File: src/rtl/ldst_cmd_queue_if.sv
// rtl/ldst_cmd_queue_if.sv - command, issue and status signals of ldst_cmd_queue
interface ldst_cmd_queue_if #(
    parameter int RF_ADDR_W  = 10,
    parameter int LINE_NUM_W = 11,
    parameter int DEPTH      = 4
);
    localparam int CNT_W = $clog2(DEPTH + 1);

    logic                   cmd_valid;
    logic                   cmd_ready;
    logic                   cmd_is_store;
    logic [31:0]            cmd_sdram_addr;
    logic [RF_ADDR_W-1:0]   cmd_rf_addr;
    logic [LINE_NUM_W-1:0]  cmd_line_num;
    logic                   flush;
    logic                   load_start;
    logic                   store_start;
    logic [31:0]            ldst_sdram_addr;
    logic [RF_ADDR_W-1:0]   ldst_rf_addr;
    logic [LINE_NUM_W-1:0]  ldst_line_num;
    logic                   eng_done;
    logic                   busy;
    logic [CNT_W-1:0]       q_count;
    logic [15:0]            cmpl_cnt;
    logic                   err_zero_len;

    modport slave (
        input  cmd_valid, cmd_is_store, cmd_sdram_addr, cmd_rf_addr, cmd_line_num,
               flush, eng_done,
        output cmd_ready, load_start, store_start, ldst_sdram_addr, ldst_rf_addr,
               ldst_line_num, busy, q_count, cmpl_cnt, err_zero_len
    );

    modport master (
        output cmd_valid, cmd_is_store, cmd_sdram_addr, cmd_rf_addr, cmd_line_num,
               flush, eng_done,
        input  cmd_ready, load_start, store_start, ldst_sdram_addr, ldst_rf_addr,
               ldst_line_num, busy, q_count, cmpl_cnt, err_zero_len
    );
endinterface

File: src/rtl/ldst_cmd_queue.sv
// rtl/ldst_cmd_queue.sv - in-order load/store command FIFO with one-at-a-time engine issue
// Optional: LDST_CMDQ_ZERO_DROP_EN drops zero-length commands and flags err_zero_len.
module ldst_cmd_queue #(
    parameter int RF_ADDR_W  = 10,
    parameter int LINE_NUM_W = 11,
    parameter int DEPTH      = 4
) (
    input  logic             clk,
    input  logic             rst_n,
    ldst_cmd_queue_if.slave  bus
);
    localparam int PTR_W = $clog2(DEPTH);
    localparam int CNT_W = $clog2(DEPTH + 1);

    localparam logic [1:0] S_IDLE      = 2'd0;
    localparam logic [1:0] S_ISSUE     = 2'd1;
    localparam logic [1:0] S_WAIT_BUSY = 2'd2;
    localparam logic [1:0] S_WAIT_DONE = 2'd3;

    logic [1:0]             r_state;
    logic [CNT_W-1:0]       r_count;
    logic [PTR_W-1:0]       r_wr_ptr;
    logic [PTR_W-1:0]       r_rd_ptr;

    logic                   r_fifo_store [DEPTH];
    logic [31:0]            r_fifo_addr  [DEPTH];
    logic [RF_ADDR_W-1:0]   r_fifo_rf    [DEPTH];
    logic [LINE_NUM_W-1:0]  r_fifo_lines [DEPTH];

    logic                   r_load_start;
    logic                   r_store_start;
    logic [31:0]            r_sdram_addr;
    logic [RF_ADDR_W-1:0]   r_rf_addr;
    logic [LINE_NUM_W-1:0]  r_line_num;
    logic [15:0]            r_cmpl_cnt;

    logic                   w_cmd_ready;
    logic                   w_accept;
    logic                   w_zero_drop;
    logic                   w_push;
    logic                   w_pop;

    // Ready looks only at the registered count, so a pop in the same cycle never opens a full queue.
    assign w_cmd_ready = (r_count < CNT_W'(DEPTH)) && !bus.flush;
    assign w_accept    = bus.cmd_valid && w_cmd_ready;

`ifdef LDST_CMDQ_ZERO_DROP_EN
    logic r_err_zero_len;

    assign w_zero_drop = w_accept && (bus.cmd_line_num == '0);

    always_ff @(posedge clk or negedge rst_n) begin
        if (!rst_n) begin
            r_err_zero_len <= 1'b0;
        end else if (w_zero_drop) begin
            r_err_zero_len <= 1'b1;
        end
    end

    assign bus.err_zero_len = r_err_zero_len;
`else
    assign w_zero_drop      = 1'b0;
    assign bus.err_zero_len = 1'b0;
`endif

    assign w_push = w_accept && !w_zero_drop;
    // Flush outranks the IDLE pop so a discarded head is never issued.
    assign w_pop  = (r_state == S_IDLE) && (r_count != '0) && bus.eng_done && !bus.flush;

    always_ff @(posedge clk) begin
        if (w_push) begin
            r_fifo_store[r_wr_ptr] <= bus.cmd_is_store;
            r_fifo_addr[r_wr_ptr]  <= bus.cmd_sdram_addr;
            r_fifo_rf[r_wr_ptr]    <= bus.cmd_rf_addr;
            r_fifo_lines[r_wr_ptr] <= bus.cmd_line_num;
        end
    end

    always_ff @(posedge clk or negedge rst_n) begin
        if (!rst_n) begin
            r_count  <= '0;
            r_wr_ptr <= '0;
            r_rd_ptr <= '0;
        end else if (bus.flush) begin
            r_count  <= '0;
            r_wr_ptr <= '0;
            r_rd_ptr <= '0;
        end else begin
            if (w_push) begin
                r_wr_ptr <= r_wr_ptr + PTR_W'(1);
            end
            if (w_pop) begin
                r_rd_ptr <= r_rd_ptr + PTR_W'(1);
            end
            case ({w_push, w_pop})
                2'b10:   r_count <= r_count + CNT_W'(1);
                2'b01:   r_count <= r_count - CNT_W'(1);
                default: r_count <= r_count;
            endcase
        end
    end

    // The start pulse is registered on the pop edge so it lines up with the ISSUE state.
    always_ff @(posedge clk or negedge rst_n) begin
        if (!rst_n) begin
            r_state       <= S_IDLE;
            r_load_start  <= 1'b0;
            r_store_start <= 1'b0;
            r_sdram_addr  <= '0;
            r_rf_addr     <= '0;
            r_line_num    <= '0;
            r_cmpl_cnt    <= '0;
        end else begin
            r_load_start  <= 1'b0;
            r_store_start <= 1'b0;
            case (r_state)
                S_IDLE: begin
                    if (w_pop) begin
                        r_sdram_addr  <= r_fifo_addr[r_rd_ptr];
                        r_rf_addr     <= r_fifo_rf[r_rd_ptr];
                        r_line_num    <= r_fifo_lines[r_rd_ptr];
                        r_load_start  <= !r_fifo_store[r_rd_ptr];
                        r_store_start <= r_fifo_store[r_rd_ptr];
                        r_state       <= S_ISSUE;
                    end
                end
                S_ISSUE: begin
                    r_state <= S_WAIT_BUSY;
                end
                S_WAIT_BUSY: begin
                    if (!bus.eng_done) begin
                        r_state <= S_WAIT_DONE;
                    end
                end
                S_WAIT_DONE: begin
                    if (bus.eng_done) begin
                        r_cmpl_cnt <= r_cmpl_cnt + 16'd1;
                        r_state    <= S_IDLE;
                    end
                end
                default: begin
                    r_state <= S_IDLE;
                end
            endcase
        end
    end

    assign bus.cmd_ready       = w_cmd_ready;
    assign bus.load_start      = r_load_start;
    assign bus.store_start     = r_store_start;
    assign bus.ldst_sdram_addr = r_sdram_addr;
    assign bus.ldst_rf_addr    = r_rf_addr;
    assign bus.ldst_line_num   = r_line_num;
    assign bus.busy            = (r_state != S_IDLE) || (r_count != '0);
    assign bus.q_count         = r_count;
    assign bus.cmpl_cnt        = r_cmpl_cnt;
endmodule

File: src/flat_wrapper.sv
// flat-port wrapper written by rule: the top's interface ports become plain ports
module ldst_cmd_queue_flat 
#(
    parameter int RF_ADDR_W  = 10,
    parameter int LINE_NUM_W = 11,
    parameter int DEPTH      = 4
)
  (clk, rst_n, bus_cmd_valid, bus_cmd_is_store, bus_cmd_sdram_addr, bus_cmd_rf_addr, bus_cmd_line_num, bus_flush, bus_eng_done, bus_cmd_ready, bus_load_start, bus_store_start, bus_ldst_sdram_addr, bus_ldst_rf_addr, bus_ldst_line_num, bus_busy, bus_q_count, bus_cmpl_cnt, bus_err_zero_len);
  ldst_cmd_queue_if #(.RF_ADDR_W(RF_ADDR_W), .LINE_NUM_W(LINE_NUM_W), .DEPTH(DEPTH)) bus_i ();
  input  logic clk;
  input  logic rst_n;
  input wire logic [$bits(bus_i.cmd_valid)-1:0] bus_cmd_valid;
  input wire logic [$bits(bus_i.cmd_is_store)-1:0] bus_cmd_is_store;
  input wire logic [$bits(bus_i.cmd_sdram_addr)-1:0] bus_cmd_sdram_addr;
  input wire logic [$bits(bus_i.cmd_rf_addr)-1:0] bus_cmd_rf_addr;
  input wire logic [$bits(bus_i.cmd_line_num)-1:0] bus_cmd_line_num;
  input wire logic [$bits(bus_i.flush)-1:0] bus_flush;
  input wire logic [$bits(bus_i.eng_done)-1:0] bus_eng_done;
  output wire logic [$bits(bus_i.cmd_ready)-1:0] bus_cmd_ready;
  output wire logic [$bits(bus_i.load_start)-1:0] bus_load_start;
  output wire logic [$bits(bus_i.store_start)-1:0] bus_store_start;
  output wire logic [$bits(bus_i.ldst_sdram_addr)-1:0] bus_ldst_sdram_addr;
  output wire logic [$bits(bus_i.ldst_rf_addr)-1:0] bus_ldst_rf_addr;
  output wire logic [$bits(bus_i.ldst_line_num)-1:0] bus_ldst_line_num;
  output wire logic [$bits(bus_i.busy)-1:0] bus_busy;
  output wire logic [$bits(bus_i.q_count)-1:0] bus_q_count;
  output wire logic [$bits(bus_i.cmpl_cnt)-1:0] bus_cmpl_cnt;
  output wire logic [$bits(bus_i.err_zero_len)-1:0] bus_err_zero_len;
  assign bus_i.cmd_valid = bus_cmd_valid;
  assign bus_i.cmd_is_store = bus_cmd_is_store;
  assign bus_i.cmd_sdram_addr = bus_cmd_sdram_addr;
  assign bus_i.cmd_rf_addr = bus_cmd_rf_addr;
  assign bus_i.cmd_line_num = bus_cmd_line_num;
  assign bus_i.flush = bus_flush;
  assign bus_i.eng_done = bus_eng_done;
  assign bus_cmd_ready = bus_i.cmd_ready;
  assign bus_load_start = bus_i.load_start;
  assign bus_store_start = bus_i.store_start;
  assign bus_ldst_sdram_addr = bus_i.ldst_sdram_addr;
  assign bus_ldst_rf_addr = bus_i.ldst_rf_addr;
  assign bus_ldst_line_num = bus_i.ldst_line_num;
  assign bus_busy = bus_i.busy;
  assign bus_q_count = bus_i.q_count;
  assign bus_cmpl_cnt = bus_i.cmpl_cnt;
  assign bus_err_zero_len = bus_i.err_zero_len;
  ldst_cmd_queue #(.RF_ADDR_W(RF_ADDR_W), .LINE_NUM_W(LINE_NUM_W), .DEPTH(DEPTH)) u_core (.clk(clk), .rst_n(rst_n), .bus(bus_i));
endmodule
File: config.mk
export PLATFORM = sky130hd
export DESIGN_NAME = ldst_cmd_queue_flat
export DESIGN_NICKNAME = d
export VERILOG_FILES = /design/src/rtl/ldst_cmd_queue_if.sv /design/src/rtl/ldst_cmd_queue.sv /design/src/flat_wrapper.sv
export SDC_FILE = /design/constraint.sdc
export NUM_CORES = 1
export LEC_CHECK = 0
export ABC_AREA = 1
export CAP_MARGIN = 20
export CORE_MARGIN = 2
export CORE_UTILIZATION = 50
export CTS_CLUSTER_SIZE = 25
export DETAILED_ROUTE_END_ITERATION = 10
export DONT_BUFFER_PORTS = 1
export SKIP_CTS_REPAIR_TIMING = 1
export SYNTH_ARGS = -nofsm -noshare
export SYNTH_HDL_FRONTEND = slang
export SYNTH_SLANG_ARGS = --single-unit
File: constraint.sdc
create_clock -name clk -period 4 [get_ports clk]
set_input_delay 0.4 -clock clk [delete_from_list [all_inputs] [get_ports clk]]
set_output_delay 0.4 -clock clk [all_outputs]
set_load 0.02 [all_outputs]
Word-level counts from Yosys, hierarchy flattened
Memories as Yosys holds them, arrays and structs flattened. A register that Yosys moved wholly into a read port is not among the register bits.
Cells that the tools add are included.
{ "word_totals": {"inputBits": 59, "ramBits": 216, "memories": 4, "output_inout_bits": 77, "register_bits": 27} }
{ "op_classes": {"n_reduce_logical": 20, "eq_ne": 8, "muxes": 16, "order_cmp": 1, "n_addsub": 5} }
{ "memory_table": {"columns": ["memory", "depth", "width", "read_ports", "rd_ports_with_merged_regs", "wr", "line", "text"], "rows": [
  ["u_core.r_fifo_addr", 4, 32, 1, 1, 1, "ldst_cmd_queue.sv:26", "logic [31:0] r_fifo_addr [DEPTH];"],
  ["u_core.r_fifo_lines", 4, 11, 1, 1, 1, "ldst_cmd_queue.sv:28", "logic [LINE_NUM_W-1:0] r_fifo_lines [DEPTH];"],
  ["u_core.r_fifo_rf", 4, 10, 1, 1, 1, "ldst_cmd_queue.sv:27", "logic [RF_ADDR_W-1:0] r_fifo_rf [DEPTH];"],
  ["u_core.r_fifo_store", 4, 1, 1, 0, 1, "ldst_cmd_queue.sv:25", "logic r_fifo_store [DEPTH];"]
]} }
{ "op_table": {"columns": ["operator", "n"], "rows": [
  ["$add A16 B1 Y16 const B", 1],
  ["$mux W2", 7],
  ["$pmux W2 S4", 1],
  ["$eq A2 B2 Y1 const B", 3],
  ["$mux W1", 6],
  ["$pmux W3 S2", 1],
  ["$reduce_bool A2 Y1", 3],
  ["$reduce_bool A3 Y1", 2],
  ["$logic_and A1 B1 Y1", 5],
  ["$logic_not A1 Y1", 5],
  ["$add A2 B1 Y2 const B", 2],
  ["$eq A2 B1 Y1 const B", 2],
  ["$ne A2 B2 Y1 const B", 2],
  ["$reduce_and A2 Y1", 2],
  ["$add A3 B1 Y3 const B", 1],
  ["$lt A3 B3 Y1 const B", 1],
  ["$mux W3", 1],
  ["$reduce_and A3 Y1", 1],
  ["$sub A3 B1 Y3 const B", 1],
  ["$logic_not A2 Y1", 1],
  ["$ne A2 B1 Y1 const B", 1],
  ["$logic_or A1 B1 Y1", 1]
]} }

Depth between registers and ports, before layout
{ "logic_depth": {"ltp_word": 7, "mapped_depth": 11} }

Worst setup path after synthesis
OpenSTA, ideal clock, no wires.
{ "synth_timing": {"path_type": "register -> register", "from": "register u_core.r_count[2] (netlist: u_core.bus.q_count[2])", "to": "memory u_core.r_fifo_addr[0][0], enable pin", "arrival_ns": 3.171, "slack_ns": 0.363, "synth_period_minus_slack_ns": 3.637, "required_ns": 3.534, "setup_ns": 0.466, "path_stages_with_launch": 4, "cell_sequence": "dfrtp_1 > nor2_2 > nand2_2 > nor2_1"} }
{ "synth_between": {"elab_chain_len": 5} }
{ "synth_lines": {"columns": ["element", "line", "text"], "rows": [
  ["start: declaration", "ldst_cmd_queue.sv:21", "logic [CNT_W-1:0] r_count;"],
  ["start signal: assignment", "ldst_cmd_queue.sv:96", "2'b10: r_count <= r_count + CNT_W'(1);"],
  ["start signal: assignment", "ldst_cmd_queue.sv:97", "2'b01: r_count <= r_count - CNT_W'(1);"],
  ["start signal: assignment", "ldst_cmd_queue.sv:98", "default: r_count <= r_count;"],
  ["$lt A3 B3 Y1", "ldst_cmd_queue.sv:44", "assign w_cmd_ready = (r_count < CNT_W'(DEPTH)) && !bus.flush;"],
  ["$logic_and A1 B1 Y1", "ldst_cmd_queue.sv:44", null],
  ["net bus_cmd_ready", "flat_wrapper.sv:19", "output wire logic [$bits(bus_i.cmd_ready)-1:0] bus_cmd_ready;"],
  ["$logic_and A1 B1 Y1", "ldst_cmd_queue.sv:45", "assign w_accept = bus.cmd_valid && w_cmd_ready;"],
  ["$mux W1", "ldst_cmd_queue.sv:71", "if (w_push) begin"],
  ["$mux W1 (not written as such)", "ldst_cmd_queue.sv:73", "r_fifo_addr[r_wr_ptr] <= bus.cmd_sdram_addr;"],
  ["end: declaration", "ldst_cmd_queue.sv:26", null]
]} }
The timed path passes the listed nets, and every way through them passes these cells.

==> flow_metrics.env <==
export IMPL_slew_headroom_pct=27.7
export IMPL_rows=55
export IMPL_fillers=1759
export IMPL_period_share_pct=61.4
export IMPL_coreArea_mm2=0.0227
export IMPL_htree_num_levels=1
export IMPL_synth_top_area_share_pct=56.0
export IMPL_final_common_cell="edfxtp_1"
export IMPL_cap_violations=0
export IMPL_avgSynthCellArea_um2=13.1
export IMPL_critPathArrivalTime_ps=2920
export IMPL_fp_dieH_um=156
export IMPL_first_pass_iters=5
export IMPL_netSwitchingPower_mw=2.33
export IMPL_synthTopCellsByArea="edfxtp_1 (56%), dfrtp_1 (17%), nand2_1 (6.8%)"
export IMPL_switching_share_pct=29.1
export IMPL_fmax_mhz=407
export IMPL_path_buf_inv=1
export IMPL_yosys_area_top_type="edfxtp_1"
export IMPL_cp_depth=5
export IMPL_grt_antenna_before_repair=1
export IMPL_path_delay_family="flip-flops"
export IMPL_holdPathStages=3
export IMPL_p_clk_share_pct=33.4
export IMPL_min_path_type="in -> reg"
export IMPL_endpoint_kind="register"
export IMPL_status="complete, no violations"
export IMPL_path_clk_slew_ps=60
export IMPL_tightest_slew_ps=1080
export IMPL_p_comb_share_pct=12.1
export IMPL_nNetsFinal=1011
export IMPL_drc=0
export IMPL_dieArea_mm2=0.0244
export IMPL_root_buffer="clkbuf_16"
export IMPL_grt_setup_unrepaired="false"
export IMPL_drive_above_1_share_pct=8.82
export IMPL_area_growth_pct=15.9
export IMPL_fin_crit_ps=2460
export IMPL_slowest_delay_ps=920
export IMPL_numCtsBuffers=29
export IMPL_grt_pass1_wl_um=35400
export IMPL_drv_slew=0
export IMPL_crit_top_cell="nand2_1"
export IMPL_reg2reg_depth=5
export IMPL_finalHoldViolCount=0
export IMPL_crit_path_start_kind="register"
export IMPL_dp_hpwl_um=13000
export IMPL_die_w_um=156
export IMPL_routedWlPerCell_um=18.4
export IMPL_grt_max_degree=111
export IMPL_netlist_instances=886
export IMPL_synth_fp_nets=955
export IMPL_cts_buffer_depth=3
export IMPL_grt_pass1_vias=6684
export IMPL_min_from="bus_flush"
export IMPL_dr_first_iter_drc_count=350
export IMPL_path_cells="buf_4 > o21ai_0 > o22ai_1 > nand2_1 > nand2_1"
export IMPL_synth_distinct_cells=38
export IMPL_routed_wl_um=23000
export IMPL_dpl_cell_count=1139
export IMPL_clock_sinks=296
export IMPL_layout_common_cells="edfxtp_1 (216), nand2_1 (210), dfrtp_1 (78), nor2_1 (64)"
export IMPL_yosysSeqAreaShare_pct=73.3
export IMPL_setup_tns_final_ps=0
export IMPL_fin_skew_ps=10.5
export IMPL_p_seq_share_pct=54.5
export IMPL_critPathSlowestCell="dfrtp_4"
export IMPL_synthesis_area_mm2=0.0116
export IMPL_crit_required_ps=4470
export IMPL_num_vias=6774
export IMPL_track_usage_pct=18.6
export IMPL_ys_ff_latch=296
export IMPL_startpoint="u_core.r_rd_ptr[0]$_DFFE_PN0P_"
export IMPL_clk_latency_ps=530
export IMPL_finalSetupViolCount=0
export IMPL_synth_warnings=0
export IMPL_via_per_inst=5.42
export IMPL_io_pins=136
export IMPL_start_util_pct=51.0
export IMPL_drtAntennaViolNets=0
export IMPL_crit_fanout=57
export IMPL_r2r_start="u_core.r_rd_ptr[0]$_DFFE_PN0P_"
export IMPL_grt_ovfl_total=0
export IMPL_path_class="reg -> reg"
export IMPL_gp_congestion=0.790
export IMPL_numPortBuffers=0
export IMPL_cellPowerDensity_mw_per_mm2=596
export IMPL_stdcell_count=1250
export IMPL_cts_tree="built"
export IMPL_rrSetupSlack_ps=1540
export IMPL_p_int_mw=5.67
export IMPL_leakagePower_nw=5.04
export IMPL_vdd_drop_max_uv=371
## stage by stage
stage                     setup slack [ps]  hold WS, ps  power, mW  utilization (%)  area, um^2
after floorplan                        363          104       5.05                -       11600
after global placement                1600          107       5.27             52.3       11900
after detailed placement              1560          107       5.31             52.3       11900
after CTS                             1540         -464       8.01             56.5       12800
after global routing                  1370         45.8       8.40             59.1       13400
final                                 1540         53.7       8.00             59.1       13400
## registers in the layout (all words and copies together), names as in the netlist
register                    flops
u_core.bus.q_count              3
u_core.r_state                  2
u_core.r_fifo_rf               40
u_core.bus.load_start           1
u_core.bus.ldst_rf_addr        10
u_core.r_fifo_lines            44
u_core.r_rd_ptr                 2
u_core.r_wr_ptr                 2
u_core.r_fifo_addr            128
u_core.bus.cmpl_cnt            16
u_core.r_fifo_store             4
u_core.bus.ldst_sdram_addr     32
u_core.bus.ldst_line_num       11
u_core.bus.store_start          1
## cells by family after synthesis
kind of cell / count (synthesis) / synth area share, %
and+or+nand+nor: 315 / 11.2
DFF: 296 / 73.3
AOI/OAI and AO/OA: 122 / 6.05
buffers and inverters: 80 / 3.03
muxes: 54 / 4.67
adders and majority gates: 10 / 1.15
xor gates and xnor gates: 8 / 0.605
other: 1 / 0.0324
## worst paths after layout
check                                                       endpoint
min                                u_core.bus.q_count[1]$_DFFE_PN0P_
max in group asynchronous             u_core.r_rd_ptr[1]$_DFFE_PN0P_
max                        u_core.bus.ldst_sdram_addr[8]$_DFFE_PN0P_
min in group asynchronous         u_core.bus.cmpl_cnt[1]$_DFFE_PN0P_
min reg2reg                            u_core.r_state[1]$_DFFE_PN0P_
max reg2reg                u_core.bus.ldst_sdram_addr[8]$_DFFE_PN0P_
## power by group through the flow
stage	logic [mW]	clock network [mW]	registers [mW]
finish	0.966	2.67	4.36
CTS	0.892	2.74	4.38
global route	1.12	2.87	4.42
global placement	0.848	0	4.42
detailed placement	0.885	0	4.43
floorplan	0.753	0	4.29
## metal layers
| metal | global-route usage (%) | routed length, um | vias to the layer above |
|---|---|---|---|
| met5 | 0 | 0 | - |
| met4 | 4.67 | 285 | 0 |
| met3 | 5.42 | 1720 | 28 |
| met2 | 32.2 | 11300 | 189 |
| met1 | 23.1 | 9670 | 3322 |
| li1 | - | - | 3235 |
## worst register-to-register path: cells and delay by family (launching register included)
family,cells,cell delay [ps]
compound gates,2,520
buf+inv,1,730
flops,1,920
simple gates,2,230
## cells in the mapped netlist (all sizes together)
library cell,count
nand3,14
nor3,5
clkbuf,12
conb,1
ha,9
a21oi,5
nand4,4
nand2,217
edfxtp,216
o31ai,1
xor2,5
inv,39
nor2,74
fa,1
xnor2,3
and2,1
a22o,1
mux2i,54
dfrtp,80
o22ai,53
o21ai,59
buf,29
o21a,1
a32oi,1
a31o,1
## layout make-up
| type | instances | area [um^2] | area share, % |
|---|---|---|---|
| Timing Repair Buffer | 66 | 693 | 5.16 |
| Sequential cell | 296 | 8500 | 63.3 |
| Clock inverter | 12 | 136 | 1.02 |
| Inverter | 39 | 146 | 1.09 |
| Clock buffer | 41 | 821 | 6.11 |
| Antenna cell | 1 | 2.50 | 0.0186 |
| Tap cell | 285 | 357 | 2.66 |
| Multi-Input combinational cell | 510 | 2770 | 20.7 |
(Power assumes the default switching activity.)
